**src/rtl/spm_pkg.sv**
```systemverilog
// Shared scratchpad definitions: off_chip_bus field layout, bank count and
// the loader FSM state type.
package spm_pkg;

  localparam int unsigned BUS_W         = 44;
  localparam int unsigned ACCESS_EN_BIT = 43;
  localparam int unsigned WR_SEL_BIT    = 42;
  localparam int unsigned BANK_LSB      = 40;
  localparam int unsigned ADDR_LSB      = 32;
  localparam int unsigned NUM_BANKS     = 4;
  localparam int unsigned BANK_W        = 2;

  typedef enum logic [1:0] {
    ST_IDLE  = 2'd0,
    ST_BURST = 2'd1,
    ST_FLUSH = 2'd2
  } ldr_state_e;

endpackage

```
**src/rtl/offchip_out_reg.sv**
```systemverilog
// One-entry output register holding a pending bank write until the sink
// accepts it; a load in the draining cycle refills it back-to-back.
module offchip_out_reg #(
  parameter int unsigned DATA_W = 32,
  parameter int unsigned ADDR_W = 8
) (
  input  logic              clk,
  input  logic              rst_n,
  input  logic              load,
  input  logic              clear,
  input  logic              sink_ready,
  input  logic [ADDR_W-1:0] in_addr,
  input  logic [DATA_W-1:0] in_data,
  output logic              valid,
  output logic              drain,
  output logic [ADDR_W-1:0] addr,
  output logic [DATA_W-1:0] data
);

  logic              valid_q, valid_d;
  logic [ADDR_W-1:0] addr_q, addr_d;
  logic [DATA_W-1:0] data_q, data_d;

  always_comb begin
    drain   = valid_q && sink_ready;
    valid_d = valid_q;
    addr_d  = addr_q;
    data_d  = data_q;
    if (drain) valid_d = 1'b0;
    if (load) begin
      valid_d = 1'b1;
      addr_d  = in_addr;
      data_d  = in_data;
    end
    if (clear) valid_d = 1'b0;
  end

  always_ff @(posedge clk or negedge rst_n) begin
    if (!rst_n) begin
      valid_q <= 1'b0;
      addr_q  <= '0;
      data_q  <= '0;
    end else begin
      valid_q <= valid_d;
      addr_q  <= addr_d;
      data_q  <= data_d;
    end
  end

  assign valid = valid_q;
  assign addr  = addr_q;
  assign data  = data_q;

endmodule

```
**src/rtl/offchip_loader.sv**
```systemverilog
// Burst loader: streams off-chip words into sequential scratchpad bank
// writes on off_chip_bus, yielding to LSU traffic via bank_busy.
module offchip_loader
  import spm_pkg::*;
#(
  parameter int unsigned DATA_W = 32,
  parameter int unsigned ADDR_W = 8,
  parameter int unsigned LEN_W  = 9
) (
  input  logic                 clk,
  input  logic                 rst,
  input  logic                 cmd_start,
  input  logic [BANK_W-1:0]    cmd_bank,
  input  logic [ADDR_W-1:0]    cmd_addr,
  input  logic [LEN_W-1:0]     cmd_len,
  input  logic                 src_valid,
  input  logic [DATA_W-1:0]    src_data,
  output logic                 src_ready,
  input  logic [NUM_BANKS-1:0] bank_busy,
  output logic [BUS_W-1:0]     off_chip_bus,
  output logic                 busy,
  output logic                 done,
  input  logic                 abort
);

  ldr_state_e        state_q, state_d;
  logic [BANK_W-1:0] bank_q, bank_d;
  logic [ADDR_W-1:0] addr_q, addr_d;
  logic [LEN_W-1:0]  rem_q, rem_d;
  logic              done_q, done_d;

  logic              out_valid, drain, sink_ready, hs;
  logic [ADDR_W-1:0] out_addr;
  logic [DATA_W-1:0] out_data;

  assign sink_ready = !bank_busy[bank_q];

  // Taking a new word is allowed when the register is empty or empties this cycle.
  always_comb begin
    src_ready = (state_q == ST_BURST) && (rem_q != '0) &&
                (!out_valid || drain) && !abort;
  end

  assign hs = src_valid && src_ready;

  offchip_out_reg #(
    .DATA_W(DATA_W),
    .ADDR_W(ADDR_W)
  ) u_out_reg (
    .clk        (clk),
    .rst_n      (rst),
    .load       (hs),
    .clear      (abort),
    .sink_ready (sink_ready),
    .in_addr    (addr_q),
    .in_data    (src_data),
    .valid      (out_valid),
    .drain      (drain),
    .addr       (out_addr),
    .data       (out_data)
  );

  always_comb begin
    state_d = state_q;
    bank_d  = bank_q;
    addr_d  = addr_q;
    rem_d   = rem_q;
    done_d  = 1'b0;
    if (abort) begin
      state_d = ST_IDLE;
    end else begin
      case (state_q)
        ST_IDLE: begin
          if (cmd_start) begin
            bank_d = cmd_bank;
            addr_d = cmd_addr;
            rem_d  = cmd_len;
            if (cmd_len == '0) done_d  = 1'b1;
            else               state_d = ST_BURST;
          end
        end
        ST_BURST: begin
          if (hs) begin
            addr_d = addr_q + ADDR_W'(1);
            rem_d  = rem_q - LEN_W'(1);
            if (rem_q == LEN_W'(1)) state_d = ST_FLUSH;
          end
        end
        ST_FLUSH: begin
          if (!out_valid || drain) begin
            state_d = ST_IDLE;
            done_d  = 1'b1;
          end
        end
        default: state_d = ST_IDLE;
      endcase
    end
  end

  always_ff @(posedge clk or negedge rst) begin
    if (!rst) begin
      state_q <= ST_IDLE;
      bank_q  <= '0;
      addr_q  <= '0;
      rem_q   <= '0;
      done_q  <= 1'b0;
    end else begin
      state_q <= state_d;
      bank_q  <= bank_d;
      addr_q  <= addr_d;
      rem_q   <= rem_d;
      done_q  <= done_d;
    end
  end

  // The bus idles at all-zero when no write is pending.
  always_comb begin
    off_chip_bus = '0;
    if (out_valid) begin
      off_chip_bus[ACCESS_EN_BIT]          = drain;
      off_chip_bus[WR_SEL_BIT]             = 1'b1;
      off_chip_bus[BANK_LSB +: BANK_W]     = bank_q;
      off_chip_bus[ADDR_LSB +: ADDR_W]     = out_addr;
      off_chip_bus[DATA_W-1:0]             = out_data;
    end
  end

  assign busy = (state_q != ST_IDLE);
  assign done = done_q;

endmodule

```
**config.mk**
```make
export PLATFORM = sky130hd
export DESIGN_NAME = offchip_loader
export DESIGN_NICKNAME = d
export VERILOG_FILES = /design/src/rtl/spm_pkg.sv /design/src/rtl/offchip_out_reg.sv /design/src/rtl/offchip_loader.sv
export SDC_FILE = /design/constraint.sdc
export NUM_CORES = 1
export LEC_CHECK = 0
export ABC_AREA = 1
export BUFFER_PORTS_ARGS = -buffer_cell sky130_fd_sc_hd__buf_2
export CAP_MARGIN = 20
export CORE_MARGIN = 2
export CORE_UTILIZATION = 48
export CTS_BUF_LIST = sky130_fd_sc_hd__clkbuf_4 sky130_fd_sc_hd__clkbuf_8
export DETAILED_ROUTE_END_ITERATION = 10
export PLACE_DENSITY = 0.82
export SYNTH_ARGS = -nofsm -noshare
export SYNTH_HDL_FRONTEND = slang
export SYNTH_SLANG_ARGS = --single-unit
```
**constraint.sdc**
```tcl
create_clock -name clk -period 1.4 [get_ports clk]
set_input_delay 0.07 -clock clk [delete_from_list [all_inputs] [get_ports clk]]
set_output_delay 0.07 -clock clk [all_outputs]
set_load 0.02 [all_outputs]
```
==> impl_summary.md <==
STA
Setup repair after global routing could not meet its margin everywhere. The headroom to the max-slew limit is 62.6%. The number of hold-slack violations in the final timing report is 0. The final sum of negative setup slack is -19710 ps.

The post-route minimum period is 1790 ps. The number of slew-limit violations in the final report is 0. Derived from the worst setup path, the maximum achievable clock frequency is 558 MHz. Hold is met by 25.5 ps. Setup violations remaining at the end of the flow were counted as 79. The clock tree skew after final layout is 13.4 ps. At the pin with the least slew margin, the transition time is 561 ps.

The final critical-path share of the clock period is 128%. The worst setup slack after layout is -391 ps.

Critical path
The signal on the critical path passes through nand2_1 -> nand3_2 -> nand3_2 -> buf_6 -> nand4_4 -> buf_12 -> clkbuf_16 -> o21ai_2. Among the stages of the critical path, the cell type that occurs most often is sky130_fd_sc_hd__nand3_2. The largest single stage delay on the critical path is 440 ps. The data required time at the worst endpoint is 1670 ps.

The critical path startpoint category is a flip-flop. In this design, the largest share of critical-path delay is due to simple AND/OR/NAND/NOR gates. The category of the critical setup timing path is reg2reg. Together, buffers and inverters on the worst path number 3. For the worst setup path, the data arrival time is 2060 ps. The critical-path maximum fanout is 7. The type of element capturing the critical path is a flip-flop. On the critical path, the stage with the largest delay is an instance of sky130_fd_sc_hd__dfrtp_1.

Power
For this design the static power due to leakage is 3.39 nW. The proportion of power drawn by flip-flops and latches is 39.0%. The worst voltage drop across the vdd grid is 0.808 mV.

Net switching is 42.9% of the power. Dividing total power by cell area gives a power density of 1490 mW/mm^2. Internal power comes to 4.88 mW.

The design draws 8.55 mW. Per report_power, the combinational group accounts for 43.5% of the total. The analysis attributes to net switching a power of 3.67 mW. In this run, the clock network consumes 17.5% of the power.

Yosys
The largest total area in the synthesized netlist belongs to sky130_fd_sc_hd__dfrtp_1. The gate count of the mapped netlist is 497. Synthesis produced a netlist with a net count of 561. The synthesized netlist occupies a cell area of 0.00349 mm^2. The number of unique standard cell types used by synthesis is 30.

Sorting the synthesized cells by area gives the leading types as sky130_fd_sc_hd__dfrtp_1, sky130_fd_sc_hd__nand2_1, sky130_fd_sc_hd__inv_1, sky130_fd_sc_hd__nand3_1, sky130_fd_sc_hd__o21ai_0. The number of enable flip-flop cells after synthesis is 0. Counting instances in the post-synthesis netlist gives the leading cell types as sky130_fd_sc_hd__nand2_1, sky130_fd_sc_hd__inv_1, sky130_fd_sc_hd__dfrtp_1.

The number of warnings printed during yosys synthesis is 0. In the synthesized netlist the dominant register cell turns out to be sky130_fd_sc_hd__dfrtp_1. Sequential elements use 45.1% of the synthesized area.

The area fraction of the dominant cell type after synthesis is 45.1%. The async set or reset register ratio after synthesis is 100%. The average cell area after synthesis is 7.03 um^2.

Synthesis inferred 63 register bits. The most common cell in the synthesized netlist is sky130_fd_sc_hd__nand2_1.

Floorplanning
Pin placement for this block handled 107 I/O pins. The number of cell rows is 31. After floorplanning, the core was sized to cover 0.00714 mm^2. The vertical die dimension is 89.3 um.

The die covers 0.00798 mm^2. The initial standard-cell utilization of the core is 49.0%. The width of the die is 89.3 um.

Global routing
The residual overflow from global routing is 0. The total global-route track usage is 27.1%. The number of global-route vias before repair is 3797. The number of antenna violations at the first check in global routing is 0. The maximum number of pins on one net before global-route repair is 46. The first global-routing pass estimated 16.5 mm of wire.

Place
Routability-driven placement finished with a final weighted congestion of 0.858. The count of buffers added on input and output ports is 106. Detailed placement ended at an HPWL of 6.31 mm. After detailed placement, the design holds a cell count of 714.

In this run the cell area measured after placement is 0.00438 mm^2. At the placement stage, the worst setup path has a slack of -229 ps.

Outcome
The run finished, with violations left. The checks that failed: setup timing.

Routing
The vias after detailed routing is 4398. The post-detailed-routing wire length is 14.8 mm. For this run, design rule violations remaining after detail routing come to 0. The first detailed-routing pass took 6 iterations. The residual antenna-violating net count after detailed routing is 0. The average vias per placed instance is 5.57.

The wire length per cell is 18.8 um. For this block, the initial DRC count from the detailed router was 361.

Finish
The net count of the finished layout is 750. The repair_antennas step left the layout with diodes totalling 0. Cells fill 80.3% of the core in the end. The count of cells in the finished layout, fillers not included, comes to 790.

The area growth from synthesis to layout is 64.0%. The design area is 0.00573 mm^2. Cells with a size suffix above 1 make up 39.7% of the layout.

CTS
The H-tree generated during clock tree synthesis spans 3 levels. Clock tree synthesis selected as its root buffer the cell sky130_fd_sc_hd__clkbuf_8. The total CTS buffers is 9. The number of sinks handled by clock tree synthesis is 63. The maximum root-to-sink buffer count is 2. TritonCTS built the clock tree. The clock insertion delay at the later pin of the skew report is 360 ps.

The clock input transition at the sequential cells of the worst setup and hold paths is 80 ps.

Worst hold path
The class of the tightest hold or removal check is in2reg.

Flow run
Max-cap violations in this run came to 0.
path summary, 6_finish.rpt:
path                                     from                  to  slack, ps  cells past startpoint
setup reg to reg                    bank_q[0]  u_out_reg.data[24]       -390                      8
max in group asynchronous                 rst     u_out_reg.valid        630                      3
hold / removal                      cmd_start                done         30                      3
hold reg to reg            u_out_reg.data[17]  u_out_reg.data[17]        510                      2
min in group asynchronous                 rst  u_out_reg.data[20]        230                      2
setup / recovery                    bank_q[0]  u_out_reg.data[24]       -390                      8
registers in the layout, summed over array words and instances (netlist names):
name             cells
u_out_reg.addr       8
addr_q               8
done                 1
rem_q                9
u_out_reg.data      32
state_q              2
bank_q               2
u_out_reg.valid      1
final cells by class:
type,instances,area [um^2]
Clock buffer,9,124
Clock inverter,7,56.3
Fill cell,370,1410
Inverter,99,372
Multi-Input combinational cell,314,1770
Sequential cell,63,1580
Tap cell,99,124
Timing Repair Buffer,199,1700
power groups by stage:
stage	logic, mW	registers, mW	clock network (mW)
after global placement	2.56	3.03	0
final	3.72	3.34	1.50
after floorplan	1.70	2.99	0
after global routing	4.05	3.39	1.60
after detailed placement	2.70	3.07	0
after CTS	3.07	3.04	1.47
worst min-delay path: stages:
cell and delay [ps]:
sky130_fd_sc_hd__buf_2 120, sky130_fd_sc_hd__nand3_1 80, sky130_fd_sc_hd__a21oi_1 70
cell families (layout without fill, tap and decap cells):
family | after synthesis | after routing | share of synthesized area, %
adder cells (fa/ha/maj) | 4 | 4 | 1.43
XOR/XNOR | 4 | 4 | 1.00
AO/OA/AOI/OAI | 58 | 58 | 8.45
AND/OR/NAND/NOR | 248 | 248 | 29.6
buffers and inverters | 120 | 314 | 14.4
flip-flops | 63 | 63 | 45.1
routing by layer:
layer	share of wire [%]	routed length [um]	track usage, %
met5	0	0	0
met4	7.1	1050	13.8
met3	10	1500	6.74
met2	48	7190	47.5
met1	34	5090	30.4
cell usage in the layout (no fill, tap or decap), drive strengths merged:
cell,instances
buf,156
nand4,5
clkinv,1
nand3b,1
o21ai,51
a21oi,5
nor3,2
dlygate4sd3,37
nand2,176
clkinvlp,4
nor2,26
and3,1
o21bai,1
clkbuf,15
xor2,1
xnor2,3
ha,4
inv,101
a21boi,1
dfrtp,63
nand3,37
timing repair:
item | in CTS | in global routing
setup endpoints to repair | 62 | 101
hold buffers | 37 | 0
resized for setup | 31 | 116
setup buffers | 8 | 4
pin swaps | 15 | 3
cloned | 3 | 10
endpoints found under the hold margin | 53 | 0
Power figures use the tool's default switching activity.
